===== config.mk =====
export PLATFORM = sky130hd
export DESIGN_NAME = param_seq_det
export DESIGN_NICKNAME = d
export VERILOG_FILES = /design/src/rtl/param_seq_det.sv
export SDC_FILE = /design/constraint.sdc
export NUM_CORES = 1
export LEC_CHECK = 0
export ABC_AREA = 1
export CORE_ASPECT_RATIO = 0.5
export CORE_MARGIN = 1
export CORE_UTILIZATION = 53
export DETAILED_ROUTE_END_ITERATION = 10
export PLACE_DENSITY = 0.79
export SLEW_MARGIN = 20
export SYNTH_ARGS = -nofsm -noshare
export SYNTH_HDL_FRONTEND = slang
export SYNTH_SLANG_ARGS = --single-unit
export TNS_END_PERCENT = 5

===== constraint.sdc =====
create_clock -name clk -period 2.85 [get_ports clk]
set_input_delay 0.855 -clock clk [delete_from_list [all_inputs] [get_ports clk]]
set_output_delay 0.855 -clock clk [all_outputs]
set_load 0.01 [all_outputs]

===== src/rtl/param_seq_det.sv =====
// Runtime-programmable Mealy serial sequence detector: 1..MAX_LEN bit pattern,
// overlapping or non-overlapping matching, input-valid qualifier, saturating match counter.
module param_seq_det #(
    parameter int                 MAX_LEN = 8,
    parameter int                 LEN_W   = $clog2(MAX_LEN + 1),
    parameter int                 CNT_W   = 8,
    parameter logic [MAX_LEN-1:0] DEF_PAT = 'b1001,
    parameter int                 DEF_LEN = 4,
    parameter bit                 DEF_OVL = 1'b1
) (
    input  logic               clk,
    input  logic               reset,
    input  logic               in,
    input  logic               in_valid,
    input  logic               cfg_load,
    input  logic [MAX_LEN-1:0] cfg_pattern,
    input  logic [LEN_W-1:0]   cfg_len,
    input  logic               cfg_overlap,
    input  logic               cnt_clr,
    output logic               out,
    output logic [CNT_W-1:0]   match_count
);

    logic [MAX_LEN-1:0] pat_q, pat_d;
    logic [LEN_W-1:0]   len_q, len_d;
    logic               ovl_q, ovl_d;
    logic [MAX_LEN-2:0] hist_q, hist_d;
    logic [LEN_W-1:0]   fill_q, fill_d;
    logic [CNT_W-1:0]   cnt_q, cnt_d;

    logic               accept;
    logic               enabled;
    logic               fill_ok;
    logic               match;
    logic [MAX_LEN-1:0] w;
    logic [MAX_LEN-1:0] mask;

    always_comb begin
        accept  = in_valid & ~cfg_load;
        w       = {hist_q, in};
        for (int i = 0; i < MAX_LEN; i++) begin
            mask[i] = (i < int'(len_q));
        end
        enabled = (len_q != '0) && (int'(len_q) <= MAX_LEN);
        fill_ok = (int'(fill_q) + 1) >= int'(len_q);
        // Pattern bits at or above len are masked off on both sides.
        match   = accept & enabled & fill_ok & ((w & mask) == (pat_q & mask));
        out     = match;

        pat_d  = pat_q;
        len_d  = len_q;
        ovl_d  = ovl_q;
        hist_d = hist_q;
        fill_d = fill_q;
        cnt_d  = cnt_q;

        if (cfg_load) begin
            pat_d  = cfg_pattern;
            len_d  = cfg_len;
            ovl_d  = cfg_overlap;
            hist_d = '0;
            fill_d = '0;
        end else if (accept) begin
            hist_d = w[MAX_LEN-2:0];
            if (match && !ovl_q) begin
                fill_d = '0;
            end else if (fill_q != LEN_W'(MAX_LEN)) begin
                fill_d = fill_q + 1'b1;
            end
        end

        if (cnt_clr) begin
            cnt_d = '0;
        end else if (match && (cnt_q != '1)) begin
            cnt_d = cnt_q + 1'b1;
        end
    end

    always_ff @(posedge clk) begin
        if (reset) begin
            pat_q  <= DEF_PAT;
            len_q  <= LEN_W'(DEF_LEN);
            ovl_q  <= DEF_OVL;
            hist_q <= '0;
            fill_q <= '0;
            cnt_q  <= '0;
        end else begin
            pat_q  <= pat_d;
            len_q  <= len_d;
            ovl_q  <= ovl_d;
            hist_q <= hist_d;
            fill_q <= fill_d;
            cnt_q  <= cnt_d;
        end
    end

    assign match_count = cnt_q;

endmodule


# Word-level counts from Yosys, hierarchy flattened
# Cells that the tools add are included.
[word_totals]
inputBits = 19
register_bits = 32
[classes]
n_mux = 2
add_sub_neg = 3
magnitude_cmp = 10
reduce_logical = 9
n_eq_ne = 3
bitwise_logic = 7
[op_table]
columns = ["operator", "n"]
rows = [
  ["$and A8 B8 Y8", 2],
  ["$lt A3 B4 Y1 const A", 4],
  ["$add A8 B1 Y8 const B", 1],
  ["$eq A8 B8 Y1", 1],
  ["$lt A1 B4 Y1 const A", 2],
  ["$lt A2 B4 Y1 const A", 2],
  ["$mux W4", 2],
  ["$ne A8 B8 Y1 const B", 1],
  ["$add A4 B1 Y5 const B", 1],
  ["$ge A5 B4 Y1", 1],
  ["$add A4 B1 Y4 const B", 1],
  ["$and A1 B1 Y1", 4],
  ["$le A4 B4 Y1 const B", 1],
  ["$ne A4 B4 Y1 const B", 1],
  ["$reduce_bool A4 Y1", 1],
  ["$reduce_or A2 Y1", 2],
  ["$logic_and A1 B1 Y1", 3],
  ["$reduce_and A2 Y1", 1],
  ["$reduce_bool A2 Y1", 1],
  ["$logic_not A1 Y1", 1],
  ["$not A1 Y1", 1],
]

# Longest topological paths before layout
# Gate-level depths: netlist of the first run.
[logic_depth]
depth_word = 8
depth_mapped = 15
ltp_nobuf = 15

# Worst setup path before layout of the first run
# No wires, ideal clock.
[synth_path]
path_kind = "in2out"
startpoint = "input in_valid"
endpoint = "output out"
path_buffers = 0
path_slack_ps = 489
arrival_time_ps = 1506
path_stages = 6
path_cell_list = "inv_2 nor2_8 nand2_1 nor2_2 nand3_2 nor2_8"
[synth_between]
elab_chain_cells = 4
[synth_lines]
columns = ["item", "line", "rtl"]
rows = [
  ["start: declaration", "14", "input logic in_valid,"],
  ["$and A1 B1 Y1", "39", "accept = in_valid & ~cfg_load;"],
  ["$and A1 B1 Y1 (3 in series)", "47", "match = accept & enabled & fill_ok & ((w & mask) == (pat_q & mask));"],
  ["end: declaration", "20", "output logic out,"],
]
# No other way between the ends.

# Worst setup path after layout of the first run
[layout_path]
startpoint = "register fill_q[0]"
endpoint = "output out"
[layout_between]
elab_chain_cells = 4
[layout_lines]
columns = ["item", "line", "rtl"]
rows = [
  ["start: declaration", "28", "logic [LEN_W-1:0] fill_q, fill_d;"],
  ["start signal: assignment", "92", "fill_q <= fill_d;"],
  ["$add A4 B1 Y5", "45", "fill_ok = (int'(fill_q) + 1) >= int'(len_q);"],
  ["$ge A5 B4 Y1", "45", ""],
  ["$and A1 B1 Y1 (2 in series)", "47", ""],
]
# No other way between the ends.

==> metrics, run 1 <==
status=completed; Post-synth EDFFs=0; post-synth cell types=28; Slew Limit Fails=0; initial antenna violation count=0; Max Used Layer=met4; core area=around 3000 µm²; hold path depth=2; PD cells=roughly 440 nW/µm²; gr ovfl total=0; Tmin final=about 2.7 ns; Worst Hold Class=flip-flop to flip-flop; via count=~1.7k; cts hold-fix bufs=0; most common cell after layout, fill and taps aside=nand2_1; I/O pins=28; IO buf count=27; metal3 WL=~250 µm; die outline width=roughly 84 µm; largest net degree at the start of global routing=16; CTS H-Tree Depth=2; post-synthesis cell area=~1800 µm²; Area growth syn-to-layout=27.6%; Critical Path Fanout Max=5; met2 wire len=between 1500 and 2000 µm; CTS tree=built; Post-DP HPWL=roughly 2900 µm; final hold viol count=0; arrival time at the worst endpoint=approximately 1.9 ns; CP startpoint kind=flip-flop; Worst Skew=0.00193 ns; GRT Total Usage=about a quarter; cell count after synthesis=251; leakage=between 0.001 and 0.0015 µW; Initial Util=57.1%; Post-Syn Nets=about 280; Total Power=roughly 1000 µW; Reg clk slew, reported paths=approximately 0.060 ns; commonest non-fill, non-tap cells in the layout=nand2_1, inv_1, dfxtp_1; syn avg cell area=roughly 7 µm²; vias per cell=about 5.0; worst vdd ir=around 300 µV; share of cells above drive strength 1=between 10% and 20%; Reg2Reg Depth=16; Tcrit/Tclk final=a little over nine tenths; clk buf depth=2; # diodes=0; Setup Crit Path Kind=flip-flop to output pin; Post-synth ARST share=0%; vias in the first global route=1589; Final #Nets=roughly 320; initial DRC count=between 70 and 80; Synth warnings=0; Synth Register Bits=32; number of CTS-inserted buffers=5; required time worst endpoint=around 2.0 ns; Fmax=0.364 GHz; die footprint=3570 µm²; CTS Sinks=32; Fin Hold WS=approximately 0.47 ns; ys flop type=dfxtp_1; M1 WL=approximately 1800 µm; Max-slew headroom=between 60% and 70%; Die Ht=approximately 43 µm; WL/cell=roughly 12 µm; Final setup viols=0; first-pass GRT wire length=6590 µm; Residual DRC=0; CP Capture Type=output pin; post-synthesis sequential area ratio=between 30% and 40%; Root Driver=clkbuf_8; max_cap viols=0; worst-skew pair later-pin latency=roughly 0.28 ns; ANT nets after route=0; RePlAce Congestion=approximately 0.85; TritonRoute pass-1 iters=4; FP Rows=14; Worst-Margin Slew=approximately 0.48 ns; Final Routed Wirelength=between 3000 and 4000 µm
==> cell usage after synthesis, types with 2 or more instances <==
| library cell | instances | area share (%) |
|---|---|---|
| nand2_1 | 53 | 11 |
| inv_1 | 37 | 7.9 |
| dfxtp_1 | 32 | 36 |
| nor2_1 | 26 | 5.5 |
| a21oi_1 | 21 | 6.0 |
| o21ai_0 | 21 | 6.0 |
| nand3_1 | 14 | 4.0 |
| ha_1 | 7 | 5.0 |
| nand2_4 | 4 | 2.6 |
| inv_2 | 3 | 0.64 |
| nor2_2 | 3 | 1.1 |
| nor3_1 | 3 | 0.85 |
| o21ai_1 | 3 | 0.85 |
| o21ai_2 | 3 | 1.5 |
| xnor2_1 | 3 | 1.5 |
| a21boi_0 | 2 | 0.85 |
| clkbuf_1 | 2 | 0.43 |
| nand2_2 | 2 | 0.71 |
| nor2_8 | 2 | 2.3 |
| xor2_1 | 2 | 0.99 |
==> registers in the layout (all words and copies together) (netlist names) <==
register,count
match_count,8
pat_q,8
fill_q,4
hist_q,7
ovl_q,1
len_q,4
==> final timing paths <==
| kind | start | end | slack (ns) |
|---|---|---|---|
| worst min register to register | hist_q[6]$_SDFFE_PP0P_ | hist_q[6]$_SDFFE_PP0P_ | 0.47 |
| worst max-delay path | fill_q[0]$_SDFFE_PP0P_ | out | 0.10 |
| worst max register to register | fill_q[0]$_SDFFE_PP0P_ | fill_q[3]$_SDFFE_PP0P_ | 0.59 |
| worst min-delay path | hist_q[6]$_SDFFE_PP0P_ | hist_q[6]$_SDFFE_PP0P_ | 0.47 |
==> where the power goes <==
part	internal [µW]	switching (µW)	leakage, µW
combinational	66.4	82.4	0.000717
sequential	466	13.3	0.000263
clock	197	160	0.0000455
==> layout make-up <==
| class | instances | area (µm²) |
|---|---|---|
| multi-input cells | 175 | 962 |
| inverters | 41 | 156 |
| well taps | 40 | 50.0 |
| flip-flops and latches | 32 | 643 |
| repair buffers | 37 | 347 |
| clock buffers | 8 | 90.1 |
| fillers | 254 | 835 |
==> repair_timing <==
action / in CTS / in global routing
buffers inserted: 1 / 0
gates resized for setup: 7 / 5
pin swaps: 3 / 0
setup endpoints to repair: 1 / 1
==> routing by layer <==
layer / GRT usage [%] / up-vias
met1: 27.9 / 752
met3: 7.98 / 8
met5: 0 / -
li1: - / 878
met2: 41.3 / 35
met4: 8.14 / 0
==> metrics by stage <==
stage                     setup WS, ns  utilization [%]  TNS [ns]  area [µm²]  std cells
after floorplan                  0.489                -         0        1760        251
after global placement          -0.444             69.3    -0.444        2140        324
after detailed placement        -0.455             69.3    -0.455        2140        324
after CTS                      0.00935             72.4         0        2230        333
after global routing          -0.00895             72.9  -0.00895        2250        333
final                            0.101             72.9         0        2250        333
==> cell families after synthesis <==
| logic type | synth area share (%) |
|---|---|
| buffers and inverters | 9.59 |
| AO/OA/AOI/OAI | 16.1 |
| adder cells (fa/ha/maj) | 4.97 |
| XOR/XNOR | 2.49 |
| AND/OR/NAND/NOR | 30.5 |
| flip-flops | 36.4 |
==> worst max-delay path: stages (launching register included) <==
cell and delay (ns):
dfxtp_2 0.34, ha_2 0.20, xor2_2 0.16, ha_1 0.30
nand2_1 0.05, nand2_1 0.05, nand2_1 0.05, nand3_1 0.10
nand3_2 0.13, nor2_8 0.13, buf_6 0.10
Note: power is estimated with default switching activity, not from simulation.
==> run 2: changes to the inputs <==
--- a/config.mk
+++ b/config.mk
@@ -8,9 +8,10 @@
 export ABC_AREA = 1
 export CORE_ASPECT_RATIO = 0.5
 export CORE_MARGIN = 1
-export CORE_UTILIZATION = 53
+export CORE_UTILIZATION = 55
+export CTS_BUF_LIST = sky130_fd_sc_hd__clkbuf_8
 export DETAILED_ROUTE_END_ITERATION = 10
-export PLACE_DENSITY = 0.79
+export PLACE_DENSITY = 0.82
 export SLEW_MARGIN = 20
 export SYNTH_ARGS = -nofsm -noshare
 export SYNTH_HDL_FRONTEND = slang
==> metrics, run 2 (synthesis gave the netlist of run 1 again) <==
status=completed; Root Driver=clkbuf_8; r2r setup slk=0.69 ns (+0.10 ns); cts hold-fix bufs=0 (unchanged); Final Routed Wirelength=3870 µm (+0.41%); Worst Hold Endpoint=hist_q[6]$_SDFFE_PP0P_; Die Ht=42.0 µm (-1.7%); Critical Path Fanout Max=5 (unchanged); max_cap viols=0 (unchanged); IO buf count=27 (unchanged); Slew Limit Fails=0 (unchanged); slowest stage delay, CP=0.38 ns (+0.04 ns); worst-skew pair later-pin latency=0.29 ns (about the same); setup ws final=0.0934 ns (-0.00778 ns); setup bufs post-CTS=0 (-1); Post-DP HPWL=2900 µm (+0.51%); RePlAce Congestion=0.858 (+1.1%); Reg clk slew, reported paths=0.07 ns (about the same); WL/cell=11.7 µm (+0.72%); R2R Path Start=fill_q[0]$_SDFFE_PP0P_; I/O pins=28 (unchanged); Clk pwr share=40.2% (+4.0 points); Worst-Margin Slew=0.451 ns (-0.0251 ns); pre-CTS setup slack=-0.468 ns (-0.0125 ns); core area=3030 µm² (-1.7%); share of cells above drive strength 1=14.7% (+0.050 points); commonest non-fill, non-tap cells in the layout=nand2_1, inv_1, dfxtp_1; Fmax=0.363 GHz (-0.28%); FF-to-FF End=match_count[2]$_SDFFE_PP0P_; Reg2Reg Depth=13 (-3); first-pass GRT wire length=6360 µm (-3.5%); Final setup viols=0 (unchanged); die outline width=82.0 µm (-1.8%); Comb pwr share=14.2% (-0.9 points); CP Capture Type=output pin; leakage=0.00103 µW (+0.80%); P_int=787 µW (+8.0%); vias in the first global route=1516 (-4.6%); Seq pwr share=45.6% (-3.1 points); hold path depth=2 (unchanged); most common cell after layout, fill and taps aside=nand2_1; GRT Total Usage=25.0% (+1.3 points); Initial Util=58.1% (+0.99 points); metal3 WL=203 µm (-19%); CP startpoint kind=flip-flop; number of CTS-inserted buffers=5 (unchanged); arrival time at the worst endpoint=1.90 ns (about the same); initial DRC count=59 (-21%); Fin Hold WS=0.474 ns (+0.00472 ns); Hold Path Origin=hist_q[6]$_SDFFE_PP0P_; Residual DRC=0 (unchanged); Setup Crit Path Kind=flip-flop to output pin; CTS H-Tree Depth=2 (unchanged); clk buf depth=2 (unchanged); Layout Cells excl Fill=332 (-0.30%); Max Used Layer=met4; Tcrit/Tclk final=96.7% (+0.27 points); gr ovfl total=0 (unchanged); largest net degree at the start of global routing=16 (unchanged); most frequent cell on the critical path=ha_1; Final #Nets=317 (-0.31%); TritonRoute pass-1 iters=4 (unchanged); FP Rows=14 (unchanged); Max-slew headroom=69.8% (+1.7 points); CP top delay family=adder cells; worst vdd ir=280 µV (-6.9%); Psw=263 µW (+3.1%); ANT nets after route=0 (unchanged); Worst Skew=0.00514 ns (+0.00321 ns); via count=1693 (+1.2%); vias per cell=5.10 (+1.5%); CTS tree=built; Worst Hold Class=flip-flop to flip-flop; CTS Sinks=32 (unchanged); Tmin final=2.76 ns (+0.00778 ns); PD cells=463 nW/µm² (+5.7%); slowest CP cell=dfxtp_4; required time worst endpoint=2.00 ns (about the same); Cell Chain, Critical Path=inv_1 > ha_1 > ha_1 > nand4_1 > nand3_1 > nand3_2 > nor2_8 > buf_6; final hold viol count=0 (unchanged); M1 WL=1820 µm (about the same); Area growth syn-to-layout=28.9%; Layout fillers=244 (-3.9%); # diodes=0 (unchanged); initial antenna violation count=0 (unchanged); die footprint=3450 µm² (-3.5%); Sw Share=25.1% (-0.89 points); Placed Instances=324 (unchanged); Worst Path Buf+Inv=2 (+1); met2 wire len=1800 µm (+3.2%)
[run 2: worst max-delay path by stage]
stage / from / end / slack [ns] / depth (start not counted)
2_1_floorplan: in_valid / out / 0.49 / 6
3_3_place_gp: cfg_load / out / -0.44 / 7
3_5_place_dp: cfg_load / out / -0.47 / 7
4_1_cts: in / out / 0.0009 / 10
5_1_grt: fill_q[0]$_SDFFE_PP0P_ / out / -0.00002 / 8
6_report: fill_q[0]$_SDFFE_PP0P_ / out / 0.09 / 8
[run 2: stage by stage]
step	cell area, µm²	util, %	TNS (ns)	power, µW
final	2270	74.9	0	1050
after detailed placement	2140	70.5	-0.468	636
after global routing	2270	74.9	-0.0000184	1100
after floorplan	1760	-	0	577
after global placement	2140	70.5	-0.443	632
after CTS	2240	74.0	0	1060
[run 2: cell type report]
type,count,area (µm²),share of cell area (%)
clock inverter,3,38.8,1.71
inverter,41,156,6.89
tap,40,50.0,2.20
sequential,32,646,28.4
clock buffer,5,68.8,3.03
timing repair buffer,36,339,14.9
multi-input combinational,175,972,42.8
[run 2: what timing repair did]
action,4_1_cts,5_1_grt
endpoints found under the setup margin,1,1
resized for setup,7,7
pin swaps,1,4
[run 2: power by group through the flow]
stage               combinational, µW  sequential (µW)  clock, µW
floorplan                        90.9              487          0
global placement                  144              487          0
detailed placement                148              488          0
CTS                               148              478        433
global route                      169              481        445
finish                            150              479        422
[run 2: routing by layer]
metal	vias up	global-route usage [%]
li1	878	-
met1	767	30.5
met2	41	41.5
met3	7	6.74
met4	0	10.5
met5	-	0
[run 2: worst reg2reg max path: cells and delay by family (launching register included)]
kind	cells	cell delay, ns
AND/OR/NAND/NOR	8	0.75
flip-flops	1	0.38
adder cells (fa/ha/maj)	2	0.62
buffers and inverters	3	0.33
